File: config.mk
export PLATFORM = sky130hd
export DESIGN_NAME = ring_osc_meter
export DESIGN_NICKNAME = d
export VERILOG_FILES = /design/src/rtl/ring_osc_meter.sv
export SDC_FILE = /design/constraint.sdc
export NUM_CORES = 1
export LEC_CHECK = 0
export BUFFER_PORTS_ARGS = -buffer_cell sky130_fd_sc_hd__buf_2
export CAP_MARGIN = 20
export CORE_MARGIN = 3
export CORE_UTILIZATION = 60
export CTS_CLUSTER_SIZE = 10
export DETAILED_ROUTE_END_ITERATION = 8
export PLACE_DENSITY = 0.83
export SYNTH_ARGS = -nofsm -noshare
export SYNTH_HDL_FRONTEND = slang
export SYNTH_SLANG_ARGS = --single-unit
File: constraint.sdc
create_clock -name clk -period 5.08 [get_ports clk]
set_clock_uncertainty 0.2 [all_clocks]
set_input_delay 0.254 -clock clk [delete_from_list [all_inputs] [get_ports clk]]
set_output_delay 0.254 -clock clk [all_outputs]
set_load 0.01 [all_outputs]
File: src/rtl/ring_osc_meter.sv
// Ring-oscillator controller: gates the ring, selects a tap and counts synchronised
// rising edges of that tap over a programmed window of clk cycles.
module ring_osc_meter #(
    parameter int unsigned N_STAGES    = 50,
    parameter int unsigned WIN_W       = 16,
    parameter int unsigned CNT_W       = 20,
    parameter int unsigned SETTLE_CYC  = 4,
    parameter int unsigned SYNC_STAGES = 2,
    localparam int unsigned TAP_W      = (N_STAGES > 1) ? $clog2(N_STAGES) : 1
) (
    input  logic             clk,
    input  logic             rst,
    input  logic             start,
    input  logic             abort,
    input  logic [TAP_W-1:0] tap_sel,
    input  logic [WIN_W-1:0] win_cycles,
    output logic             busy,
    output logic             done,
    output logic             err,
    output logic [CNT_W-1:0] count,
    output logic             overflow,
    output logic             ring_en,
    output logic [TAP_W-1:0] ring_tap_sel,
    input  logic             ring_tap
);

    typedef enum logic [1:0] {IDLE, SETTLE, MEASURE, STOP} state_t;

    state_t                 state_q, state_nxt;
    logic [WIN_W-1:0]       timer_q, timer_nxt;
    logic [WIN_W-1:0]       win_q;
    logic                   aborted_q;
    logic [SYNC_STAGES-1:0] sync_q;
    logic                   prev_q;
    logic                   sync_tap;
    logic                   tap_ok_c;
    logic                   accept_c;
    logic                   reject_c;
    logic                   abort_c;
    logic                   edge_c;

    assign sync_tap = sync_q[SYNC_STAGES-1];
    assign tap_ok_c = {1'b0, tap_sel} < (TAP_W+1)'(N_STAGES);
    assign edge_c   = (state_q == MEASURE) && sync_tap && !prev_q;

    // Next-state and per-cycle control strobes
    always_comb begin
        state_nxt = state_q;
        timer_nxt = timer_q;
        accept_c  = 1'b0;
        reject_c  = 1'b0;
        abort_c   = 1'b0;
        case (state_q)
            IDLE: begin
                if (start) begin
                    if (tap_ok_c) begin
                        accept_c  = 1'b1;
                        state_nxt = SETTLE;
                        timer_nxt = WIN_W'(SETTLE_CYC - 1);
                    end else begin
                        reject_c = 1'b1;
                    end
                end
            end
            SETTLE: begin
                if (abort) begin
                    abort_c   = 1'b1;
                    state_nxt = STOP;
                end else if (timer_q == '0) begin
                    state_nxt = (win_q == '0) ? STOP : MEASURE;
                    timer_nxt = win_q - WIN_W'(1);
                end else begin
                    timer_nxt = timer_q - WIN_W'(1);
                end
            end
            MEASURE: begin
                if (abort) begin
                    abort_c   = 1'b1;
                    state_nxt = STOP;
                end else if (timer_q == '0) begin
                    state_nxt = STOP;
                end else begin
                    timer_nxt = timer_q - WIN_W'(1);
                end
            end
            STOP:    state_nxt = IDLE;
            default: state_nxt = IDLE;
        endcase
    end

    always_ff @(posedge clk or posedge rst) begin
        if (rst) begin
            state_q      <= IDLE;
            timer_q      <= '0;
            win_q        <= '0;
            aborted_q    <= 1'b0;
            sync_q       <= '0;
            prev_q       <= 1'b0;
            busy         <= 1'b0;
            done         <= 1'b0;
            err          <= 1'b0;
            count        <= '0;
            overflow     <= 1'b0;
            ring_en      <= 1'b0;
            ring_tap_sel <= '0;
        end else begin
            state_q <= state_nxt;
            timer_q <= timer_nxt;
            sync_q  <= {sync_q[SYNC_STAGES-2:0], ring_tap};
            // History tracks the synchronised tap every cycle, so it is primed in SETTLE
            prev_q  <= sync_tap;
            done    <= (state_q == STOP) && !aborted_q;
            err     <= reject_c;

            if (accept_c) begin
                win_q        <= win_cycles;
                ring_tap_sel <= tap_sel;
                count        <= '0;
                overflow     <= 1'b0;
                aborted_q    <= 1'b0;
                busy         <= 1'b1;
                ring_en      <= 1'b1;
            end else if (edge_c) begin
                if (count == {CNT_W{1'b1}}) begin
                    overflow <= 1'b1;
                end else begin
                    count <= count + CNT_W'(1);
                end
            end

            if (abort_c) begin
                aborted_q <= 1'b1;
            end

            // Ring stays enabled through STOP and drops together with busy
            if (state_q == STOP) begin
                busy    <= 1'b0;
                ring_en <= 1'b0;
            end
        end
    end

endmodule

==> metrics.md, run 1 <==
| Metric | Value |
|---|---|
| Initial Util | `63.50%` |
| Met1 GRT Util | `35.26%` |
| Sink Count | `68` |
| Ports | `58` |
| VDD IR max | `0.3862 mV` |
| FF-to-FF Start | `timer_q[0]$_DFFE_PP0P_` |
| Htree depth | `3` |
| Area growth syn-to-layout | `19.28%` |
| Unrepaired setup endpoints after global routing | `false` |
| FF+latch count, synth | `68` |
| Non-Filler Instances | `555` |
| Fin util | `75.74%` |
| Largest net degree at the start of global routing | `69` |
| Post-Syn Area per Cell | `9.670 um^2` |
| Sequential area share after synthesis | `44.21%` |
| Pleak | `2.062 nW` |
| Ant. Diodes | `0` |
| Grt peak-use layer | `met2` |
| Final setup viols | `0` |
| CTS root buf | `clkbuf_8` |
| Hpwl dp | `6344 um` |
| Mapped Nets | `433` |
| Routed WL | `9665 um` |
| Via count | `3390` |
| Fillers | `412` |
| Post-synth cell types | `68` |
| Hold Vio Cnt, Final | `1` |
| Drt first pass iters | `5` |
| Final period util | `72.62%` |
| Status | `complete, but fails checks` |
| FF-to-FF setup slack | `1.39 ns` |
| GRT met2 Usage | `44.57%` |
| Cell Area, Synth | `3849 um^2` |
| Max-cap check violation count | `0` |
| Setup bufs post-CTS | `0` |
| Antenna violations before repair | `0` |
| Type of destination of the critical path | `flip-flop` |
| Avg WL per Cell | `17.41 um` |
| Synth Instances | `398` |
| Crit-path slowest cell | `o21ai_1` |
| Hold WC Path Type | `in -> reg` |
| Row count | `28` |
| Syn. warnings | `0` |
| Core box area | `6061 um^2` |
| # DRC | `0` |
| IO buf count | `57` |
| Layout cells sized above 1 | `23.33%` |
| Final setup margin | `1.391 ns` |
| CP bufs+invs | `1` |
| Failing checks | `negative hold slack` |
| Power Density | `594.2 nW/um^2` |
| Top_reg_cell synth | `dfrtp_1` |
| Starting DRC count in detailed routing | `345` |
| Placed insts | `515` |
| Fin. max-slew vios | `0` |
| Global route overflow | `0` |
| Post-synth EDFFs | `0` |
| DRT antenna net count | `0` |
| TritonCTS buffer count | `9` |
| Pwr Total | `2.728 mW` |
| Vias in the first global route | `3347` |
| All-Layer GR Usage | `27.29%` |
| Reg clk slew, reported paths | `0.07 ns` |
| Startpoint Class | `flip-flop` |
| Crit path max fanout | `14` |
| Worst-margin pin slew | `1.071 ns` |
| Final min period | `3.689 ns` |
| Worst hold start | `abort` |
| NumNets Final | `511` |
| Max Freq | `271.1 MHz` |
| Worst skew pair latency | `0.35 ns` |
| TNS Setup | `0 ns` |
| Top delay family on crit path | `simple AND/OR/NAND/NOR gates` |
| Clock Path Buffers | `2` |
| DIE AREA | `7411 um^2` |
| Hold WS | `-0.003076 ns` |
| Crit Path Category | `reg -> reg` |
| Critical Path RT | `5.05 ns` |
| Die width | `86.09 um` |
| GR Util met3 | `4.419%` |
| First-pass GRT wire length | `15810 um` |
| Worst Path Arrival | `3.66 ns` |
| Die Ht | `86.09 um` |
| Vias per cell | `6.108` |
| Critical Path Source | `timer_q[0]$_DFFE_PP0P_` |
| Worst-path cell chain | `inv_1 > ha_1 > or4b_4 > nor4_1 > nand2b_1 > o21ai_1 > o21ai_0` |
| CTS tree | `done` |
| Ys async rst share | `100.0%` |
| Setup Slack @ Placement | `1.549 ns` |
| Slowest stage delay, CP | `0.94 ns` |
| GP Congestion | `0.9467` |
| Slew headroom | `28.12%` |
==> layout by cell type, fill, tap and decap left out, types with 3 or more instances in the layout <==
cell           instances
nand2b_1               5
ha_1                   8
nand4_1                5
o21ai_0               29
nor3_1                23
or3_1                 12
xnor2_1               17
nand2_1               33
o21ai_1                3
xor2_1                15
clkinv_2               3
nor3b_1                4
mux2_2                20
buf_2                 57
a22oi_1                4
dlygate4sd3_1         25
nor2_1                38
inv_1                  9
nand3_1                9
mux2i_1                3
dfrtp_1               68
nor4_1                 3
a21oi_1               10
a211oi_1               5
clkbuf_8               9
nor2b_1                7
==> worst register-to-register path, stage by stage (launching register included) <==
cell and delay, ns:
dfrtp_1 0.45, inv_1 0.09, ha_1 0.21, or4b_4 0.51, nor4_1 0.48, nand2b_1 0.39
o21ai_1 0.94, o21ai_0 0.26
==> state kept, by name (all words and copies together) (netlist names) <==
signal and cells:
aborted_q 1, count 20, done 1, err 1, overflow 1, prev_q 1
ring_en 1, ring_tap_sel 6, state_q 2, sync_q 2, timer_q 16, win_q 16
==> report_power, final <==
group	switching, mW	internal [mW]
logic	0.834	0.575
registers	0.181	0.707
clock network	0.209	0.222
total	1.22	1.50
==> cells in the mapped netlist, types with 5 or more instances <==
cell type   n  area share, %
a211oi_1    5           0.98
a21oi_1    10            1.3
clkbuf_1   10           0.98
dfrtp_1    68             44
ha_1        8            2.6
inv_1      10           0.98
mux2_2     20            5.9
nand2_1    33            3.2
nand2b_1    5           0.81
nand3_1     9            1.2
nand4_1     5           0.81
nor2_1     38            3.7
nor2b_1     7            1.1
nor3_1     23            3.0
o21ai_0    29            3.8
or3_1      12            2.0
xnor2_1    17            3.9
xor2_1     15            3.4
==> cell type report <==
type / count / area, um^2 / area share [%]
repair buffers: 83 / 543.0 / 11.83
clock buffers: 10 / 127.6 / 2.780
clock inverters: 5 / 53.80 / 1.172
multi-input cells: 304 / 2033 / 44.29
inverters: 10 / 37.54 / 0.8177
well taps: 75 / 93.84 / 2.044
flip-flops and latches: 68 / 1702 / 37.07
==> stage by stage <==
stage	hold slack, ns	area, um^2
4_1_cts	0.0007703	4591
2_1_floorplan	0.08543	3849
3_3_place_gp	0.1336	4159
6_report	-0.003076	4591
5_1_grt	0.01850	4591
3_5_place_dp	0.1347	4159
==> cells by family after synthesis <==
group / after synthesis / synth area share, %
AOI/OAI and AO/OA: 74 / 12.61
xor gates and xnor gates: 32 / 7.282
adders and majority gates: 8 / 2.601
buffers and inverters: 26 / 2.991
DFF: 68 / 44.21
muxes: 23 / 6.632
and+or+nand+nor: 167 / 23.67
==> per-layer routing <==
metal / routed length, um / share of wire, %
met1: 4046 / 42
met2: 4774 / 49
met3: 572 / 5.9
met4: 271 / 2.8
met5: 0 / 0
==> worst paths after layout <==
kind / endpoint / depth (start not counted)
max in group asynchronous: aborted_q$_DFFE_PP0P_ / 4
min: aborted_q$_DFFE_PP0P_ / 3
max reg2reg: timer_q[1]$_DFFE_PP0P_ / 7
min reg2reg: sync_q[1]$_DFF_PP0_ / 0
max: timer_q[1]$_DFFE_PP0P_ / 7
min in group asynchronous: timer_q[6]$_DFFE_PP0P_ / 4
==> repair_timing <==
item	4_1_cts	5_1_grt
hold endpoints to repair	50	0
hold buffers	25	0
resized for setup	0	0
Power figures use the tool's default switching activity.
==> run 2, diff against run 1 <==
--- a/config.mk
+++ b/config.mk
@@ -8,10 +8,10 @@
 export BUFFER_PORTS_ARGS = -buffer_cell sky130_fd_sc_hd__buf_2
 export CAP_MARGIN = 20
 export CORE_MARGIN = 3
-export CORE_UTILIZATION = 60
+export CORE_UTILIZATION = 57
 export CTS_CLUSTER_SIZE = 10
 export DETAILED_ROUTE_END_ITERATION = 8
-export PLACE_DENSITY = 0.83
+export PLACE_DENSITY = 0.8
 export SYNTH_ARGS = -nofsm -noshare
 export SYNTH_HDL_FRONTEND = slang
 export SYNTH_SLANG_ARGS = --single-unit
==> constraint.sdc (replaced) <==
create_clock -name clk -period 3.5 [get_ports clk]
set_clock_uncertainty 0.2 [all_clocks]
set_input_delay 0.175 -clock clk [delete_from_list [all_inputs] [get_ports clk]]
set_output_delay 0.175 -clock clk [all_outputs]
set_load 0.01 [all_outputs]
==> run 2 against run 1 <==
The run now ends clean. Critical path type unchanged. Register-to-register slack worse by 0.89 ns. Sequential share of layout area decreased by 0.78 points. Clock power is 72% higher. Sequential power rose by 45%. Non-clock buffer count is 7 higher. Critical endpoint is now timer_q[4]$_DFFE_PP0P_. Combinational power increased by 45%. Power is 49% higher. Clock-buffer cell count is 1 lower. Largest cell class unchanged.
==> metrics.md, run 2 (synthesis gave the netlist of run 1 again) <==
| Metric | Value |
|---|---|
| Status | `finished, final reports clean` |
| CP bufs+invs | `2 (+1)` |
| Slowest stage delay, CP | `0.50 ns (-0.44 ns)` |
| Final min period | `2.996 ns (-0.6931 ns)` |
| All-Layer GR Usage | `26.73% (-0.56 points)` |
| # DRC | `0 (unchanged)` |
| Ant. Diodes | `0 (unchanged)` |
| Worst-margin pin slew | `0.7840 ns (-0.2869 ns)` |
| Reg clk slew, reported paths | `0.08 ns (about the same)` |
| Fin. max-slew vios | `0 (unchanged)` |
| Hold Vio Cnt, Final | `0 (-1)` |
| Commonest non-fill, non-tap cell in the layout | `dfrtp_1` |
| Pleak | `2.110 nW (+2.3%)` |
| Psw | `1.775 mW (+45%)` |
| First-pass GRT wire length | `15880 um (+0.44%)` |
| Via count | `3377 (-0.38%)` |
| Htree depth | `3 (unchanged)` |
| Critical Path Source | `timer_q[0]$_DFFE_PP0P_` |
| FF-to-FF setup slack | `0.50 ns (-0.89 ns)` |
| Vias per cell | `5.977 (-2.1%)` |
| NumNets Final | `518 (+1.4%)` |
| Internal power | `2.302 mW (+53%)` |
| Logic pwr share | `50.2% (-1.4 points)` |
| CTS root buf | `clkbuf_8` |
| CTS tree | `done` |
| GP Congestion | `0.9814 (+3.7%)` |
| Core box area | `6459 um^2 (+6.6%)` |
| Antenna violations before repair | `0 (unchanged)` |
| Row count | `29 (+3.6%)` |
| Global route overflow | `0 (unchanged)` |
| Ports | `58 (unchanged)` |
| Most frequent cells in the layout | `dfrtp_1, buf_2, nor2_1` |
| Die Ht | `88.17 um (+2.4%)` |
| R2R depth | `9 (+2)` |
| DIE AREA | `7774 um^2 (+4.9%)` |
| Switching portion of total power | `43.54% (-1.3 points)` |
| Hold Crit Endpoint | `sync_q[1]$_DFF_PP0_` |
| Crit-path slowest cell | `or4b_4` |
| Hpwl dp | `6758 um (+6.5%)` |
| Critical Path RT | `3.55 ns (-1.50 ns)` |
| Area growth syn-to-layout | `21.85%` |
| Die width | `88.17 um (+2.4%)` |
| Startpoint Class | `flip-flop` |
| Setup bufs post-CTS | `0 (unchanged)` |
| Routed WL | `9829 um (+1.7%)` |
| Power Density | `869.4 nW/um^2 (+46%)` |
| Worst Path Arrival | `3.04 ns (-0.62 ns)` |
| Worst-path cell chain | `inv_1 > ha_1 > or4b_4 > nor4_1 > nand2b_1 > o21ai_1 > buf_4 > nor3_1 > a21o_1` |
| VDD IR max | `0.5582 mV (+45%)` |
| Max Freq | `333.8 MHz (+23%)` |
| Max-cap check violation count | `0 (unchanged)` |
| Power share of the clock group | `18.2% (+2.4 points)` |
| Hold Path Depth | `0 (-3)` |
| Crit path max fanout | `9 (-5)` |
| Avg WL per Cell | `17.40 um (-0.10%)` |
| Final period util | `85.60% (+13 points)` |
| Sink Count | `68 (unchanged)` |
| Slew headroom | `47.30% (+19 points)` |
| Top delay family on crit path | `simple AND/OR/NAND/NOR gates` |
| Type of destination of the critical path | `flip-flop` |
| Fin util | `72.61% (-3.1 points)` |
| DRT antenna net count | `0 (unchanged)` |
| Reg-to-Reg End | `timer_q[4]$_DFFE_PP0P_` |
| Largest net degree at the start of global routing | `39 (-43%)` |
| Clock Path Buffers | `2 (unchanged)` |
| Starting DRC count in detailed routing | `300 (-13%)` |
| IO buf count | `57 (unchanged)` |
| Final setup viols | `0 (unchanged)` |
| Vias in the first global route | `3262 (-2.5%)` |
| Share of power burned in registers | `31.6% (-0.9 points)` |
| Max reg flops | `20 (unchanged)` |
| Unrepaired setup endpoints after global routing | `false` |
| Crit Path Category | `reg -> reg` |
| Layout cells sized above 1 | `24.59% (+1.3 points)` |
| Worst hold start | `sync_q[0]$_DFF_PP0_` |
| Largest register by flop count | `count` |
| TritonCTS buffer count | `9 (unchanged)` |
| FF-to-FF Start | `timer_q[0]$_DFFE_PP0P_` |
| Worst skew pair latency | `0.35 ns (about the same)` |
| Regs by FF count | `count x20, timer_q x16, win_q x16` |
| TNS Setup | `0 ns (unchanged)` |
| Drt first pass iters | `6 (+1)` |
| Initial Util | `59.59% (-3.9 points)` |
| Hold WC Path Type | `reg -> reg` |
==> run 2: power groups by stage <==
| stage | combinational [mW] | clock (mW) | sequential, mW |
|---|---|---|---|
| floorplan | 1.51 | 0 | 1.26 |
| global placement | 1.95 | 0 | 1.28 |
| detailed placement | 1.98 | 0 | 1.30 |
| CTS | 2.01 | 0.745 | 1.29 |
| global route | 2.22 | 0.791 | 1.32 |
| finish | 2.05 | 0.741 | 1.29 |
==> run 2: per-layer routing <==
| layer | vias to the layer above | global-route usage [%] | share of wire [%] |
|---|---|---|---|
| li1 | 1594 | - | - |
| met1 | 1621 | 36.37 | 45 |
| met2 | 135 | 40.99 | 46 |
| met3 | 27 | 7.526 | 6.3 |
| met4 | 0 | 9.478 | 2.7 |
| met5 | - | 0 | 0 |
==> run 2: worst max path at each step <==
stage	cells past startpoint	to
6_report	9	timer_q[4]$_DFFE_PP0P_
3_5_place_dp	9	timer_q[4]$_DFFE_PP0P_
3_3_place_gp	8	count[19]$_DFFE_PP0P_
2_1_floorplan	9	timer_q[2]$_DFFE_PP0P_
5_1_grt	8	count[19]$_DFFE_PP0P_
4_1_cts	9	state_q[0]$_DFFE_PP0P_
==> run 2: layout make-up <==
cell class	instances	area (um^2)
clock inverters	7	98.84
inverters	10	37.54
flip-flops and latches	68	1702
well taps	77	96.34
repair buffers	90	598.1
fillers	443	1769
clock buffers	9	123.9
multi-input cells	304	2033
==> run 2: worst register-to-register path, stage by stage (launching register included) <==
cell and delay, ns:
dfrtp_1 0.44, inv_1 0.08, ha_1 0.21, or4b_4 0.50, nor4_1 0.50, nand2b_1 0.14
o21ai_1 0.36, buf_4 0.25, nor3_1 0.07, a21o_1 0.15
==> run 2: timing repair <==
item                      in CTS  in global routing
hold endpoints to repair      93                  0
gates resized for setup        0                  0
hold buffers                  26                  0
==> run 2: per-stage QoR <==
stage               std cells  cell area (um^2)  power, mW  hold WS (ns)  worst slack (ns)
finish                    565              4690      4.077        0.1608            0.5041
CTS                       565              4690      4.044        0.1672            0.5512
floorplan                 398              3849      2.771      0.006430            0.7820
global route              565              4690      4.335        0.1742            0.3435
detailed placement        523              4207      3.279       0.08799            0.5830
global placement          523              4207      3.237       0.08403            0.7095
